**src/rtl/msb_dec_pkg.sv**
```systemverilog
// -----------------------------------------------------------------------------
// msb_dec_pkg
//   Shared constants and types for the MSb bit decoder (ms_bit_decode).
//   - WIDTH / IDX_W / DEPTH / ERR_CNT_W : default configuration
//   - IDX_NONE    : all-ones index meaning "no bit set" (encoder's -1)
//   - ERR_CNT_MAX : saturation value of the illegal-index counter
//   - entry_t     : one FIFO entry {mask, err} for the default configuration
//   Optional feature macro used by the top: MSB_DEC_THERMO_EN.
// -----------------------------------------------------------------------------
package msb_dec_pkg;

    localparam int WIDTH     = 8;
    localparam int IDX_W     = 4;
    localparam int DEPTH     = 2;
    localparam int ERR_CNT_W = 8;

    localparam logic [IDX_W-1:0]     IDX_NONE    = {IDX_W{1'b1}};
    localparam logic [ERR_CNT_W-1:0] ERR_CNT_MAX = {ERR_CNT_W{1'b1}};

    // Packing order used everywhere: mask in the upper bits, err in bit 0.
    typedef struct packed {
        logic [WIDTH-1:0] mask;
        logic             err;
    } entry_t;

    localparam int ENTRY_W = $bits(entry_t);

endpackage : msb_dec_pkg

```
**src/rtl/mask_fifo.sv**
```systemverilog
// -----------------------------------------------------------------------------
// mask_fifo
//   Small synchronous FIFO holding decoded mask entries.
//   Ports:
//     clk, rst          clock (rising edge), synchronous active-high reset
//     push, din         write request and data (ignored when full)
//     pop               read request (ignored when empty)
//     dout              data at the head (zero when empty)
//     full, empty       occupancy flags
//     count             number of stored entries, 0..DEPTH
//   Pointers wrap modulo DEPTH, so DEPTH need not be a power of two.
//   A push while full is dropped even if a pop happens in the same cycle;
//   the producer is expected to gate push with !full.
// -----------------------------------------------------------------------------
module mask_fifo
    import msb_dec_pkg::*;
#(
    parameter int DEPTH  = msb_dec_pkg::DEPTH,
    parameter int DATA_W = msb_dec_pkg::ENTRY_W,
    localparam int PTR_W = (DEPTH > 1) ? $clog2(DEPTH) : 1,
    localparam int CNT_W = $clog2(DEPTH + 1)
) (
    input  logic              clk,
    input  logic              rst,
    input  logic              push,
    input  logic [DATA_W-1:0] din,
    input  logic              pop,
    output logic [DATA_W-1:0] dout,
    output logic              full,
    output logic              empty,
    output logic [CNT_W-1:0]  count
);

    logic [DATA_W-1:0] mem_q [DEPTH];
    logic [DATA_W-1:0] mem_d [DEPTH];
    logic [PTR_W-1:0]  wr_ptr_q, wr_ptr_d;
    logic [PTR_W-1:0]  rd_ptr_q, rd_ptr_d;
    logic [CNT_W-1:0]  count_q, count_d;

    logic push_ok;
    logic pop_ok;

    localparam logic [PTR_W-1:0] PTR_LAST = PTR_W'(DEPTH - 1);
    localparam logic [CNT_W-1:0] CNT_FULL = CNT_W'(DEPTH);

    function automatic logic [PTR_W-1:0] ptr_inc(input logic [PTR_W-1:0] p);
        return (p == PTR_LAST) ? '0 : p + 1'b1;
    endfunction

    assign full  = (count_q == CNT_FULL);
    assign empty = (count_q == '0);
    assign count = count_q;
    assign dout  = empty ? '0 : mem_q[rd_ptr_q];

    assign push_ok = push & ~full;
    assign pop_ok  = pop & ~empty;

    always_comb begin
        mem_d    = mem_q;
        wr_ptr_d = wr_ptr_q;
        rd_ptr_d = rd_ptr_q;
        count_d  = count_q;

        if (push_ok) begin
            mem_d[wr_ptr_q] = din;
            wr_ptr_d        = ptr_inc(wr_ptr_q);
        end
        if (pop_ok) begin
            rd_ptr_d = ptr_inc(rd_ptr_q);
        end

        case ({push_ok, pop_ok})
            2'b10:   count_d = count_q + 1'b1;
            2'b01:   count_d = count_q - 1'b1;
            default: count_d = count_q;
        endcase
    end

    always_ff @(posedge clk) begin
        if (rst) begin
            for (int i = 0; i < DEPTH; i++) begin
                mem_q[i] <= '0;
            end
            wr_ptr_q <= '0;
            rd_ptr_q <= '0;
            count_q  <= '0;
        end else begin
            mem_q    <= mem_d;
            wr_ptr_q <= wr_ptr_d;
            rd_ptr_q <= rd_ptr_d;
            count_q  <= count_d;
        end
    end

endmodule : mask_fifo

```
**src/rtl/ms_bit_decode.sv**
```systemverilog
// -----------------------------------------------------------------------------
// ms_bit_decode
//   Inverse of the MSb priority encoder: turns a bit index back into a WIDTH-bit
//   mask, buffered in a DEPTH-entry output FIFO. Illegal indices (WIDTH up to
//   all-ones minus one) decode to a zero mask with the err flag set and bump a
//   saturating counter.
//   Ports:
//     clk, rst        clock (rising edge), synchronous active-high reset
//     in_valid/in_ready/in_idx    index input stream
//     out_valid/out_ready         decoded output stream
//     out_mask, out_err           FIFO head (zero when empty)
//     err_cnt                     saturating count of illegal indices accepted
//     err_cnt_clr                 synchronous clear of err_cnt (wins over increment)
//     thermo                      only with MSB_DEC_THERMO_EN: legal idx gives
//                                 bits idx..0 set instead of a single bit
//   Handshake: a transfer happens on a rising edge where valid & ready are both
//   high; valid must not depend on ready, and a presented item stays put until
//   it transfers. in_ready = FIFO not full, with no pass-through on a full FIFO
//   even when the head is popped in the same cycle.
//   Configuration macro: MSB_DEC_THERMO_EN (default: undefined, one-hot only).
// -----------------------------------------------------------------------------
module ms_bit_decode
    import msb_dec_pkg::*;
#(
    parameter int WIDTH     = msb_dec_pkg::WIDTH,
    parameter int IDX_W     = msb_dec_pkg::IDX_W,
    parameter int DEPTH     = msb_dec_pkg::DEPTH,
    parameter int ERR_CNT_W = msb_dec_pkg::ERR_CNT_W
) (
    input  logic                 clk,
    input  logic                 rst,
    input  logic                 in_valid,
    output logic                 in_ready,
    input  logic [IDX_W-1:0]     in_idx,
`ifdef MSB_DEC_THERMO_EN
    input  logic                 thermo,
`endif
    output logic                 out_valid,
    input  logic                 out_ready,
    output logic [WIDTH-1:0]     out_mask,
    output logic                 out_err,
    output logic [ERR_CNT_W-1:0] err_cnt,
    input  logic                 err_cnt_clr
);

    // Entries are packed {mask, err}, matching msb_dec_pkg::entry_t.
    localparam int ENTRY_W = WIDTH + 1;
    localparam int CNT_W   = $clog2(DEPTH + 1);

    localparam logic [IDX_W-1:0]     IDX_ALL_ONES = {IDX_W{1'b1}};
    localparam logic [ERR_CNT_W-1:0] CNT_SAT      = {ERR_CNT_W{1'b1}};

    logic               accept;
    logic               pop;
    logic               fifo_full;
    logic               fifo_empty;
    logic [CNT_W-1:0]   fifo_count;
    logic [ENTRY_W-1:0] fifo_din;
    logic [ENTRY_W-1:0] fifo_dout;

    logic [WIDTH-1:0]   dec_mask;
    logic               dec_err;
    logic               use_thermo;

    logic [ERR_CNT_W-1:0] err_cnt_q, err_cnt_d;

    // Occupancy is fully described by full/empty here; count is kept on the
    // FIFO interface for external checkers and debug.
    logic fifo_count_unused;
    assign fifo_count_unused = ^fifo_count;

`ifdef MSB_DEC_THERMO_EN
    assign use_thermo = thermo;
`else
    assign use_thermo = 1'b0;
`endif

    assign in_ready  = ~fifo_full;
    assign out_valid = ~fifo_empty;
    assign accept    = in_valid & in_ready;
    assign pop       = out_valid & out_ready;

    // Decode of the presented index. Legal indices give a one-hot (or
    // thermometer) mask; the "none" code gives zero; anything else is an error.
    always_comb begin
        dec_mask = '0;
        dec_err  = 1'b0;
        if (int'(in_idx) < WIDTH) begin
            if (use_thermo) begin
                dec_mask = {WIDTH{1'b1}} >> (WIDTH - 1 - int'(in_idx));
            end else begin
                dec_mask = WIDTH'(1) << in_idx;
            end
        end else if (in_idx != IDX_ALL_ONES) begin
            dec_err = 1'b1;
        end
    end

    assign fifo_din = {dec_mask, dec_err};

    mask_fifo #(
        .DEPTH  (DEPTH),
        .DATA_W (ENTRY_W)
    ) u_fifo (
        .clk   (clk),
        .rst   (rst),
        .push  (accept),
        .din   (fifo_din),
        .pop   (pop),
        .dout  (fifo_dout),
        .full  (fifo_full),
        .empty (fifo_empty),
        .count (fifo_count)
    );

    // FIFO returns zero when empty, so the head outputs are zero then too.
    assign out_mask = fifo_dout[ENTRY_W-1:1];
    assign out_err  = fifo_dout[0];

    // Clear wins over a same-cycle increment; increment stops at all-ones.
    always_comb begin
        err_cnt_d = err_cnt_q;
        if (err_cnt_clr) begin
            err_cnt_d = '0;
        end else if (accept && dec_err && (err_cnt_q != CNT_SAT)) begin
            err_cnt_d = err_cnt_q + 1'b1;
        end
    end

    always_ff @(posedge clk) begin
        if (rst) begin
            err_cnt_q <= '0;
        end else begin
            err_cnt_q <= err_cnt_d;
        end
    end

    assign err_cnt = err_cnt_q;

endmodule : ms_bit_decode

```
**config.mk**
```make
export PLATFORM = sky130hd
export DESIGN_NAME = ms_bit_decode
export DESIGN_NICKNAME = d
export VERILOG_FILES = /design/src/rtl/msb_dec_pkg.sv /design/src/rtl/mask_fifo.sv /design/src/rtl/ms_bit_decode.sv
export SDC_FILE = /design/constraint.sdc
export NUM_CORES = 1
export LEC_CHECK = 0
export CAP_MARGIN = 0
export CORE_UTILIZATION = 45
export CTS_CLUSTER_SIZE = 10
export DETAILED_ROUTE_END_ITERATION = 16
export GPL_ROUTABILITY_DRIVEN = 0
export PLACE_DENSITY = 0.74
export SETUP_SLACK_MARGIN = 0.2
export SLEW_MARGIN = 20
export SYNTH_ARGS = -nofsm -noshare
export SYNTH_HDL_FRONTEND = slang
export SYNTH_SLANG_ARGS = --single-unit
export TNS_END_PERCENT = 100
```
**constraint.sdc**
```tcl
create_clock -name clk -period 1.7 [get_ports clk]
set_input_delay 0.17 -clock clk [delete_from_list [all_inputs] [get_ports clk]]
set_output_delay 0.17 -clock clk [all_outputs]
set_load 0.01 [all_outputs]
```
## After elaboration in Yosys (flattened, before gate mapping)

Cells that the tools add are included.

| cells by class | value |
|---|---|
| equality and inequality tests | 5 |
| mux-type cells | 13 |
| shift-type cells | 1 |
| divide/modulo/power cells | 0 |
| reductions and logical operators | 6 |
| $lt $le $gt $ge | 4 |
| bitwise operators | 8 |
| multiply operators | 0 |
| add/subtract/negate cells | 5 |

Operator list:

| kind | count |
|---|---|
| 2-to-1 mux 9 bit | 5 |
| bitwise mux 18 bit | 1 |
| demux 9 bit (select 1 bit) | 1 |
| adder 8 x 1 -> 8 bit (second input constant) | 1 |
| 2-to-1 mux 8 bit | 1 |
| != test 8 bit (second input constant) | 1 |
| << shifter 1 x 4 -> 8 bit (first input constant) | 1 |
| bitwise AND 1 bit | 4 |
| equality test 2 bit (second input constant) | 2 |
| >= comparator 2 bit (second input constant) | 2 |
| less-than comparator 4 bit (second input constant) | 1 |
| 2-to-1 mux 1 bit | 4 |
| != test 4 bit (second input constant) | 1 |
| inverter 1 -> 2 bit | 2 |
| one-hot mux 2 bit (2 select lines) | 1 |
| logical AND 1 bit | 3 |
| adder 1 bit (second input constant) | 2 |
| adder 2 x 1 -> 2 bit (second input constant) | 1 |
| equality test 2 x 1 -> 1 bit (second input constant) | 1 |
| logical NOT 2 bit | 1 |
| less-than comparator 2 x 1 -> 1 bit (second input constant) | 1 |
| inverter 1 bit | 2 |
| nonzero test 2 bit | 1 |
| OR reduction 2 bit | 1 |
| subtractor 2 x 1 -> 2 bit (second input constant) | 1 |

| word-level totals | value |
|---|---|
| input port bits | 9 |
| output and inout port bits | 19 |
| ROM bits | 0 |
| bits in latches | 0 |
| memory bits (writable) | 0 |
| memories | 0 |
| flip-flop bits (word level) | 30 |

## Longest topological paths before layout

| logic depth | value |
|---|---|
| depth in word-level cells | 6 |
| gate-level depth with buffers | 6 |
| mapped depth without buffers | 6 |

## Modules after synthesis

A second synthesis with hierarchy kept.

| second synthesis, totals | value |
|---|---|
| cell total of the unflattened synthesis | 194 |
| area, all modules | 1636.6 um2 |

Modules (own cells, without submodules):

| module | sequential area each (um2) | area an instance (um2) | cells each | times used |
|---|---|---|---|---|
| mask_fifo | 440.4 | 1088.5 | 124 | 1 |
| ms_bit_decode | 160.2 | 548.0 | 70 | 1 |

## Worst setup path before layout

No wires, ideal clock.

| path | value |
|---|---|
| path type | register -> register |
| start point | register err_cnt_q[0], in the netlist err_cnt[0] |
| end point | register err_cnt_q[5], in the netlist err_cnt[5] |
| data required time | 1.630 ns |
| path slack | -0.029 ns |
| path buffers | 1 |
| stages on the path, launching flop included | 7 |
| arrival time | 1.659 ns |
| library setup time | 0.070 ns |
| path through | dfxtp_1 > ha_1 > and4_1 > and3_1 > buf_6 > or4_1 > a21oi_1 |

| on the way | value |
|---|---|
| cells in the longest elaborated chain, start to end | 2 |
| elaborated cells between the ends (all ways) | 3 |
| those cells by class | add/sub (1); eq/ne (1); reduce/logical (1) |

Ends and longest elaborated chain:

| what | line | source |
|---|---|---|
| start, declared | ms_bit_decode.sv:65 | `logic [ERR_CNT_W-1:0] err_cnt_q, err_cnt_d;` |
| start signal, assigned | ms_bit_decode.sv:134 | `err_cnt_q <= err_cnt_d;` |
| branches (longest 2 deep; another with adder 8 x 1 -> 8 bit) | - |  |

Several ways; the timed one is not identified.
A chain may end at the register's enable or synchronous reset.

## Worst setup path in the final report

Same ends and word-level chain as after synthesis.

==> out/summary.txt <==
Top FF cell, synth = dfxtp_1
die height = 58.7 um
setup tns final = 0 ns
FF+latch count, synth = 30
Max FO, Critical Path = 6
Inserted Diodes = 0
Worst Max-Slew Pin Slew = 0.384 ns
clk sinks = 30
Multi-input gate area = 880 um2
clk_lat worst skew = 0.34 ns
fin worst setup slack = 0.163 ns
Required @ worst endpoint = 1.97 ns
critical path launch point type = flip-flop
DP HPWL = 2450 um
Mapped Cells = 164
ANT nets after route = 0
Rel. slew slack = 0.742
post-synthesis async set-or-reset flop share = 0
area grow syn2layout = 44.6%
Site Rows = 20
class of the worst hold path = reg2reg
initial antenna violation count = 0
Worst Skew = 0.0111 ns
Register Area = 622 um2
register area share after synthesis = 0.415
Tcrit/Tclk final = 0.904
clock slew at the register clock pins of the worst setup and hold paths = 0.10 ns
Syn Area/Cell = 8.83 um2
# nets final = 228
DRC = 0
Synth area leader = dfxtp_1
root buf cell = clkbuf_4
die width = 58.7 um
CTS buffer count = 5
VDD IR max = 0.000665 V
Initial Util = 0.475
number of global-route vias before repair = 1337
clock tree from TritonCTS = yes
GRT Total Usage = 0.231
area share of the largest cell type after synthesis = 0.415
Pre-antenna DRT Iters = 4
Synth top cells by count = nor2_1, dfxtp_1, mux2i_1
max-cap violation count = 0
total core area = 3050 um2
# fillers = 274
most frequent cell after synthesis = nor2_1
final WL = 3760 um
crit path time final = 1.54 ns
dpl cell area = 1850 um2
first-pass GRT wire length = 5920 um
DR vias = 1372
Setup Crit Path Kind = reg2reg
Lkg Pwr = 0.863 nW
unrepaired setup endpoints after global routing = yes
Mapped Area = 1450 um2
initial DRC count = 40
Post-Syn Nets = 175
PwrDens = 1060 nW/um2
H-Tree Level Count = 2
status = finished, final reports clean
Arr. time, crit path = 1.80 ns
WL/cell = 14.4 um
die area = 3450 um2
worst hold slack = 0.476 ns
Final Instance Area = 2090 um2
# port buffers = 27
synth unique cells = 34
number of flops mapped to enable cells by yosys = 0
setup violation total in the final timing report = 0
Syn. warnings = 0
top cells by area, synth = dfxtp_1, mux2i_1, nor2_1
layout cells sized above 1 = 0.330
Worst setup EP type = flip-flop
total gr overflow = 0
Peak Freq = 651 MHz
count of final max-slew check failures = 0
# IOs = 28
Clock Path Buffers = 2
pin count of the biggest net entering global routing = 24
via/cell ratio = 5.24
dpl ws = -0.0485 ns
Final Hold Vio Count = 0
## registers in the layout (all words and copies together), names as in the netlist
register,flops
err_cnt,8
u_fifo.count,2
u_fifo.mem_q,18
u_fifo.rd_ptr_q,1
u_fifo.wr_ptr_q,1
## area by class of cell
class,instances,share of cell area
well taps,44,0.0263
multi-input cells,123,0.420
flip-flops and latches,30,0.297
repair buffers,55,0.216
clock buffers,8,0.0376
inverters,2,0.00358
## worst paths after layout
| kind | to | cells past startpoint | slack (ns) | start |
|---|---|---|---|---|
| max | err_cnt[5] | 5 | 0.16 | err_cnt[0] |
| min reg2reg | err_cnt[7] | 1 | 0.48 | err_cnt[7] |
| min | err_cnt[7] | 1 | 0.48 | err_cnt[7] |
| max reg2reg | err_cnt[5] | 5 | 0.16 | err_cnt[0] |
## cell families after synthesis
| kind of cell | after synthesis | share of synthesized area |
|---|---|---|
| buffers and inverters | 11 | 0.0363 |
| muxes | 27 | 0.187 |
| DFF | 30 | 0.415 |
| and+or+nand+nor | 72 | 0.242 |
| AOI/OAI and AO/OA | 18 | 0.0794 |
| adders and majority gates | 2 | 0.0173 |
| xor gates and xnor gates | 4 | 0.0242 |
## metal layers
| layer | track usage | vias up | wire [um] |
|---|---|---|---|
| li1 | - | 683 | - |
| met5 | 0 | - | 0 |
| met2 | 0.430 | 36 | 2010 |
| met1 | 0.243 | 646 | 1540 |
| met4 | 0.0884 | 0 | 53 |
| met3 | 0.0659 | 7 | 152 |
## timing repair
| action | 4_1_cts | 5_1_grt |
|---|---|---|
| pin swaps | 2 | 4 |
| gates resized for setup | 46 | 25 |
| hold buffers | 0 | 0 |
| endpoints found under the setup margin | 18 | 21 |
| endpoints found under the hold margin | 0 | 0 |
| setup buffers | 9 | 4 |
| cloned | 1 | 0 |
## placed cells by master, fill, tap and decap left out, types with 2 or more instances in the layout
cell             synthesis  routed
dfxtp_1                 30      19
nor3_1                   4       4
and2_1                   2       2
nor2b_1                  2       2
xor2_1                   2       2
buf_2                    3       8
nand2b_1                 4       3
xnor2_1                  2       2
a21oi_2                  0       3
buf_4                    0      23
a21oi_1                  7       4
or3_1                    4       4
dfxtp_2                  0       8
buf_6                    1       5
clkbuf_4                 0       5
ha_4                     0       2
clkdlybuf4s50_1          0      16
o21ai_0                  3       3
mux2i_1                 27      27
nand2_1                  5       5
inv_1                    2       2
dfxtp_4                  0       3
dlygate4sd2_1            0       2
clkbuf_8                 0       3
nand3_1                  4       4
and4_1                   3       2
nor4_1                   2       2
nor2_1                  36      32
nor2_2                   0       4
## worst max-delay path, stage by stage, from the launching register on
cell and delay, ns:
dfxtp_4 0.37, ha_4 0.16, and4_1 0.21, and3_4 0.19
or4_4 0.41, a21oi_2 0.12
## report_power, final
part           leakage [nW]  internal (mW)  switching [mW]
combinational         0.570          0.453           0.410
sequential            0.249          0.764          0.0533
clock                0.0446          0.282           0.252
total                 0.863           1.50           0.715
## through the flow
step	power (mW)	cells	util
after floorplan	1.22	164	-
after global placement	1.45	240	0.607
after detailed placement	1.48	240	0.607
after CTS	2.09	258	0.651
after global routing	2.32	262	0.686
final	2.21	262	0.686
Power figures use the tool's default switching activity.
